`src/rtl/wrr_grant_scheduler.sv`:
```
// wrr_grant_scheduler: four-requester weighted round-robin owner of a shared bus.
// Each grant lasts at most the requester's remaining credit. Priority rotates past the
// last owner. Credits are refilled from shadow weights when nobody eligible is left.
// Optional feature macro: WRR_LOCK_EN adds a 'lock' input. While lock is high, a held
// grant survives credit exhaustion.
//
// state | meaning
// ------+-----------------------------------------------------------
// IDLE  | no grant; pick winner, or reload credits (frame boundary)
// HOLD  | one requester owns the bus; burn credit until release
module wrr_grant_scheduler #(
  parameter int WEIGHT_W = 4
) (
  input  logic                clk,
  input  logic                rst,
  input  logic [3:0]          req,
  input  logic [3:0]          done,
  input  logic [WEIGHT_W-1:0] weight_0,
  input  logic [WEIGHT_W-1:0] weight_1,
  input  logic [WEIGHT_W-1:0] weight_2,
  input  logic [WEIGHT_W-1:0] weight_3,
  input  logic                cfg_load,
`ifdef WRR_LOCK_EN
  input  logic                lock,
`endif
  output logic [3:0]          grant,
  output logic [1:0]          grant_id,
  output logic                busy,
  output logic                frame_end
);

  typedef enum logic {ST_IDLE, ST_HOLD} state_t;

  state_t              r_state;
  logic [1:0]          r_ptr;
  logic [WEIGHT_W-1:0] r_credit [4];
  logic [WEIGHT_W-1:0] r_shadow [4];
  logic [3:0]          r_grant;
  logic [1:0]          r_grant_id;
  logic                r_busy;
  logic                r_frame_end;

  logic [WEIGHT_W-1:0] w_weight [4];
  logic [3:0]          w_elig;
  logic                w_reload_ok;
  logic                w_win_found;
  logic [1:0]          w_win_idx;
  logic [WEIGHT_W-1:0] w_cur_credit;
  logic                w_lock;
  logic                w_release;

  assign w_weight[0] = weight_0;
  assign w_weight[1] = weight_1;
  assign w_weight[2] = weight_2;
  assign w_weight[3] = weight_3;

`ifdef WRR_LOCK_EN
  assign w_lock = lock;
`else
  assign w_lock = 1'b0;
`endif

  // Eligibility and reload qualification per requester.
  always_comb begin
    w_elig      = '0;
    w_reload_ok = 1'b0;
    for (int i = 0; i < 4; i++) begin
      w_elig[i] = req[i] && (r_credit[i] != '0);
      if (req[i] && (r_shadow[i] != '0)) w_reload_ok = 1'b1;
    end
  end

  // Rotating search starting at r_ptr; the lowest offset that is eligible wins.
  always_comb begin
    w_win_found = 1'b0;
    w_win_idx   = r_ptr;
    for (int k = 3; k >= 0; k--) begin
      if (w_elig[r_ptr + 2'(k)]) begin
        w_win_found = 1'b1;
        w_win_idx   = r_ptr + 2'(k);
      end
    end
  end

  // Release decision for the current owner; with lock, exhaustion alone cannot release.
  always_comb begin
    w_cur_credit = r_credit[r_grant_id];
    w_release    = done[r_grant_id] || !req[r_grant_id] ||
                   ((w_cur_credit == WEIGHT_W'(1)) && !w_lock);
  end

  // Scheduler FSM, credits, shadow weights and registered outputs.
  always_ff @(posedge clk) begin
    if (rst) begin
      r_state     <= ST_IDLE;
      r_ptr       <= 2'd0;
      r_grant     <= 4'd0;
      r_grant_id  <= 2'd0;
      r_busy      <= 1'b0;
      r_frame_end <= 1'b0;
      for (int i = 0; i < 4; i++) begin
        r_credit[i] <= '0;
        r_shadow[i] <= WEIGHT_W'(1);
      end
    end else begin
      // New weights land in the shadow now but only reach credits at the next reload.
      if (cfg_load) begin
        for (int i = 0; i < 4; i++) r_shadow[i] <= w_weight[i];
      end
      r_frame_end <= 1'b0;
      case (r_state)
        ST_IDLE: begin
          if (w_win_found) begin
            r_grant    <= 4'b0001 << w_win_idx;
            r_grant_id <= w_win_idx;
            r_busy     <= 1'b1;
            r_state    <= ST_HOLD;
          end else if (w_reload_ok) begin
            for (int i = 0; i < 4; i++) r_credit[i] <= r_shadow[i];
            r_frame_end <= 1'b1;
          end
        end
        ST_HOLD: begin
          if (w_cur_credit != '0) r_credit[r_grant_id] <= w_cur_credit - WEIGHT_W'(1);
          if (w_release) begin
            r_grant    <= 4'd0;
            r_grant_id <= 2'd0;
            r_busy     <= 1'b0;
            r_ptr      <= r_grant_id + 2'd1;
            r_state    <= ST_IDLE;
          end
        end
        default: r_state <= ST_IDLE;
      endcase
    end
  end

  assign grant     = r_grant;
  assign grant_id  = r_grant_id;
  assign busy      = r_busy;
  assign frame_end = r_frame_end;

endmodule

```
`config.mk`:
```
export PLATFORM = sky130hd
export DESIGN_NAME = wrr_grant_scheduler
export DESIGN_NICKNAME = d
export VERILOG_FILES = /design/src/rtl/wrr_grant_scheduler.sv
export SDC_FILE = /design/constraint.sdc
export NUM_CORES = 1
export LEC_CHECK = 0
export CORE_ASPECT_RATIO = 0.8
export CORE_MARGIN = 10
export CORE_UTILIZATION = 53
export CTS_BUF_LIST = sky130_fd_sc_hd__clkbuf_8
export DETAILED_ROUTE_END_ITERATION = 6
export GPL_ROUTABILITY_DRIVEN = 0
export HOLD_SLACK_MARGIN = 0.12
export PLACE_DENSITY = 0.79
export SYNTH_ARGS = -nofsm -noshare
export SYNTH_HDL_FRONTEND = slang
export SYNTH_SLANG_ARGS = --single-unit
export TNS_END_PERCENT = 50
```
`constraint.sdc`:
```
create_clock -name clk -period 2.71 [get_ports clk]
set_input_delay 0.271 -clock clk [delete_from_list [all_inputs] [get_ports clk]]
set_output_delay 0.271 -clock clk [all_outputs]
set_load 0.02 [all_outputs]
```
# Yosys cells after proc, flatten, opt, wreduce, memory -nomap -nowiden
# Memory sizes are Yosys's and may differ from the RTL's. A register that Yosys moved wholly into a read port is not among the register bits.
# Index checks and enable logic that the tools add are counted.
# totals
ff_bits	11
ramBits	32
in_bits	27
output_inout_bits	8
word_cells	117
mem_count	2
# mem_list
name	depth	width	rd	rd_clocked_by_memory_dff	write_ports	line	source
r_credit	4	4	5	1	4	36	logic [WEIGHT_W-1:0] r_credit [4];
r_shadow	4	4	4	0	4	37	logic [WEIGHT_W-1:0] r_shadow [4];
# classes
n_addsub	5
n_lt_le_gt_ge	5
n_eq_ne	3
shift	1
mux	63
bitwise	9
reduce_logical	23
# ops
operator	count
$mux W4	11
$reduce_bool A4 Y1	9
$mux W1	33
$mux W2	9
$lt A2 B3 Y1 const B	5
$bmux W1 S2	6
$logic_and A1 B1 Y1	8
$or A1 B1 Y1	8
$pmux W4 S2	1
$add A2 B1 Y2 const B	2
$add A2 B2 Y2 const B	2
$eq A4 B1 Y1 const B	1
$pmux W1 S2	2
$pmux W2 S2	1
$reduce_and A2 Y1	2
$reduce_or A4 Y1	1
$shl A1 B2 Y4 const A	1
$sub A4 B1 Y4 const B	1
$logic_or A1 B1 Y1	2
$ne A2 B1 Y1 const B	1
$ne A2 B2 Y1 const B	1
$logic_not A1 Y1	1
$not A1 Y1	1

# Longest topological paths before layout
# An unclocked memory read counts as a cell.
# logic_depth
word_depth	15
ltp_mapped	7
mapped_depth_nobuf	7

# Least setup slack after synthesis
# OpenSTA, ideal clock, no wires.
# synth_timing
path_kind	register to register
start	reg with a tool-made name
end	reg with a tool-made name
setup_ps	121
arrival_ps	2003
required_time_ps	2589
path_slack_ps	586
stages_incl_launch_ff	8
path_buffers	0
synth_period_minus_slack_ps	2124
cell_sequence	dfxtp_1 -> mux4_2 -> inv_1 -> ha_1 -> or3b_1 -> nand3_1 -> a21oi_1 -> a22o_1

==> impl_metrics.ini <==
[critical_path]
cp.arrival_ns = 2.66
critPathMaxFanout = 17
r2r_setup_slack_ns = 0.18
required_ns = 2.84
r2r-end = r_credit[0][3]$_DFFE_PP_
crit_path_start_kind = register
rr_worst_depth = 5
critPathKind = reg -> reg
crit_path_end_kind = register
critical-path-max-stage-delay_ns = 0.59
timing.rr.start = r_credit[0][1]$_DFFE_PP_
cpMaxStageDelayCell = o41ai_2
cp_cell_sequence = o41ai_2 > nand4bb_1 > or2_1 > nor3_4 > o2bb2ai_1

[cells_and_area]
fin_nets = 238
syn_to_final_growth_pct = 22.29
design_area_um2 = 2670
n_antenna_cell = 0
mostFrequentLayoutCells = clkdlybuf4s50_1, edfxtp_1, o2bb2ai_1
mostFrequentLayoutCell = clkdlybuf4s50_1
final_layout_size_suffix_gt1_share_pct = 8.738

[timing]
relSlewSlack_pct = 50.21
post-route-period-util_pct = 93.34
setup_tns_ns = 0
timing.fmax_ghz = 0.3953
hold_viol = 0
setup_viol = 0
rsz0062_at_grt = no
slew_viol_final = 0
max_slew.worst_pin.slew_ns = 0.7453
fin_worst_skew_ns = 0.004493
finalCriticalPeriod_ns = 2.530

[die]
die_x_um = 91.76
initial_core_util_pct = 56.29
core.rowCount = 20
dieArea_um2 = 7103
core_um2 = 3879
fp.dieH_um = 77.41
ios = 35

[power_and_ir_drop]
switching_share_pct = 29.80
irDropWorstVdd_uv = 341.8
power_frac_clock_pct = 23.7
p_leak_nw = 0.9371
internal_power_mw = 1.167
seqPwrFrac_pct = 53.0
power.density_nw_per_um2 = 622.7
power_switching_uw = 495.4
combPwrFrac_pct = 23.3

[cts]
hold_buffers = 0
cts_setup_buffers = 0
tritoncts = yes
clock_latency_ns = 0.30
clk_path_buf_depth = 2
cts-buffers-inserted = 5
ctsResizeCount = 0
cts-root-buf = clkbuf_8
htree_levels = 2
cts.sinks = 45
cts.clk_slew.worst_paths_ns = 0.08

[place]
portBuffers = 34
hpwlAfterDp_um = 4061
placed_cell_area_um2 = 2589

[synthesis]
async_flop_share_pct = 0
synth-edff-count = 32
syn_inst = 165
netlist_top_cells_area = edfxtp_1, dfxtp_1, o2bb2ai_1
synth_adder_area_share_pct = 3.438
synth.area.mux_share_pct = 5.616
synth_compound_area_share_pct = 18.22
synth_ff_type = edfxtp_1
ys_ff_latch = 45
syn-cell-area_um2 = 2183
seq_area_frac_synth_pct = 55.93
synth_top_family_by_area = compound AO/OA/AOI/OAI gates
synth_top_area_share_pct = 44.01
ys.warnings.count = 0
synth_xor_area_share_pct = 0.8023
syn_area_per_cell_um2 = 13.23
synth_cell_types = 39
yosys.area.top_type = edfxtp_1
synth-simple-area-share_pct = 14.27
syn_nets = 198

[routing]
vias = 1539
drc = 0
drtIter0Drc = 196
viasPerCell = 5.897
wirelength_um = 5020
routedWlPerCell_um = 19.23
dr.pass1.iters = 4
drtAntennaViolNets = 0

[grt]
gr-total-overflow = 0
grt_pass1_wl_um = 8155
grt_max_degree = 18
antenna_found_initial = 0
grt_pass1_vias = 1604
grt_usage_pct = 14.46

[job]
maxCapViolations = 0

[min_path]
hp-start = grant[0]$_SDFFE_PP0P_
min_path_type = reg -> reg
worstHoldEndpoint = grant[0]$_SDFFE_PP0P_
whs_path_depth = 1

[run_status]
status = finished, final reports clean
state kept, by name, summed over array words and instances (netlist names), named ones only:
name / flops
r_state: 1
frame_end: 1
busy: 1
r_ptr: 2
grant_id: 2
r_credit: 16
r_shadow: 16
grant: 4
worst max-delay path, delay by kind of cell (launching register included):
family,cells,cell delay [ns]
AO/OA/AOI/OAI,2,0.80
flip-flops,1,0.43
AND/OR/NAND/NOR,3,1.13
power by group through the flow:
stage / Sequential (mW) / Combinational (mW) / Clock, mW
2_1_floorplan: 0.892 / 0.226 / 0
3_3_place_gp: 0.890 / 0.373 / 0
3_5_place_dp: 0.896 / 0.384 / 0
4_1_cts: 0.879 / 0.386 / 0.395
5_1_grt: 0.890 / 0.417 / 0.426
6_report: 0.881 / 0.388 / 0.394
how the worst max path moves through the flow:
stage | start | endpoint | slack [ns] | cells after the start
floorplan | register | register | 0.59 | 7
global placement | req[3] | r_credit[0][2]$_DFFE_PP_ | 0.29 | 6
detailed placement | req[3] | r_credit[0][3]$_DFFE_PP_ | 0.25 | 6
CTS | r_credit[0][1]$_DFFE_PP_ | r_credit[0][3]$_DFFE_PP_ | 0.23 | 5
global route | r_credit[0][1]$_DFFE_PP_ | r_credit[0][3]$_DFFE_PP_ | 0.03 | 5
finish | r_credit[0][1]$_DFFE_PP_ | r_credit[0][3]$_DFFE_PP_ | 0.18 | 5
stage by stage:
stage          power (mW)  utilization, %  cells  worst slack, ns  hold slack, ns
2_1_floorplan       1.117               -    165           0.5860          0.4488
3_3_place_gp        1.263           66.74    253           0.2933          0.4390
3_5_place_dp        1.279           66.74    253           0.2537          0.4404
4_1_cts             1.660           68.84    261           0.2268          0.4591
5_1_grt             1.733           68.84    261          0.02635          0.4785
6_report            1.663           68.84    261           0.1805          0.4576
cell type report:
class,instances,area (µm²)
Clock buffer,5,68.82
Clock inverter,3,12.51
Fill cell,289,1209
Inverter,5,18.77
Multi-Input combinational cell,112,924.6
Sequential cell,45,1221
Tap cell,55,68.82
Timing Repair Buffer,36,355.3
synthesized netlist by cell type, types with 2 or more instances:
cell and instances:
dfxtp_1 13, clkbuf_1 2, a22o_1 2, o41ai_1 5
o41a_1 3, nor3b_1 2, nand2b_1 5, xnor2_1 2
a21oi_1 3, nor2_1 5, a21o_1 3, nand2_1 11
ha_1 6, nor3_1 2, o41ai_2 2, o2bb2ai_1 18
and2_1 14, mux4_2 5, inv_1 5, nor2b_1 6
edfxtp_1 32, o221ai_1 2
logic make-up (layout without fill, tap and decap cells):
| logic type | after synthesis | count (layout) |
|---|---|---|
| AO/OA/AOI/OAI | 45 | 45 |
| XOR/XNOR | 2 | 2 |
| adder cells (fa/ha/maj) | 6 | 6 |
| buffers and inverters | 8 | 49 |
| flip-flops | 45 | 45 |
| multiplexers | 6 | 6 |
| AND/OR/NAND/NOR | 53 | 53 |
metal layers:
metal  routed length, µm  vias up  GRT usage (%)  part of all wire (%)
met1                2163      731          18.44                    43
met4                  68        0          5.385                   1.4
met3                 438        8          4.135                   8.7
li1                    -      738              -                     -
met2                2349       62          22.91                    47
met5                   0        -              0                     0
No activity file was read; power rests on OpenSTA's default activity.
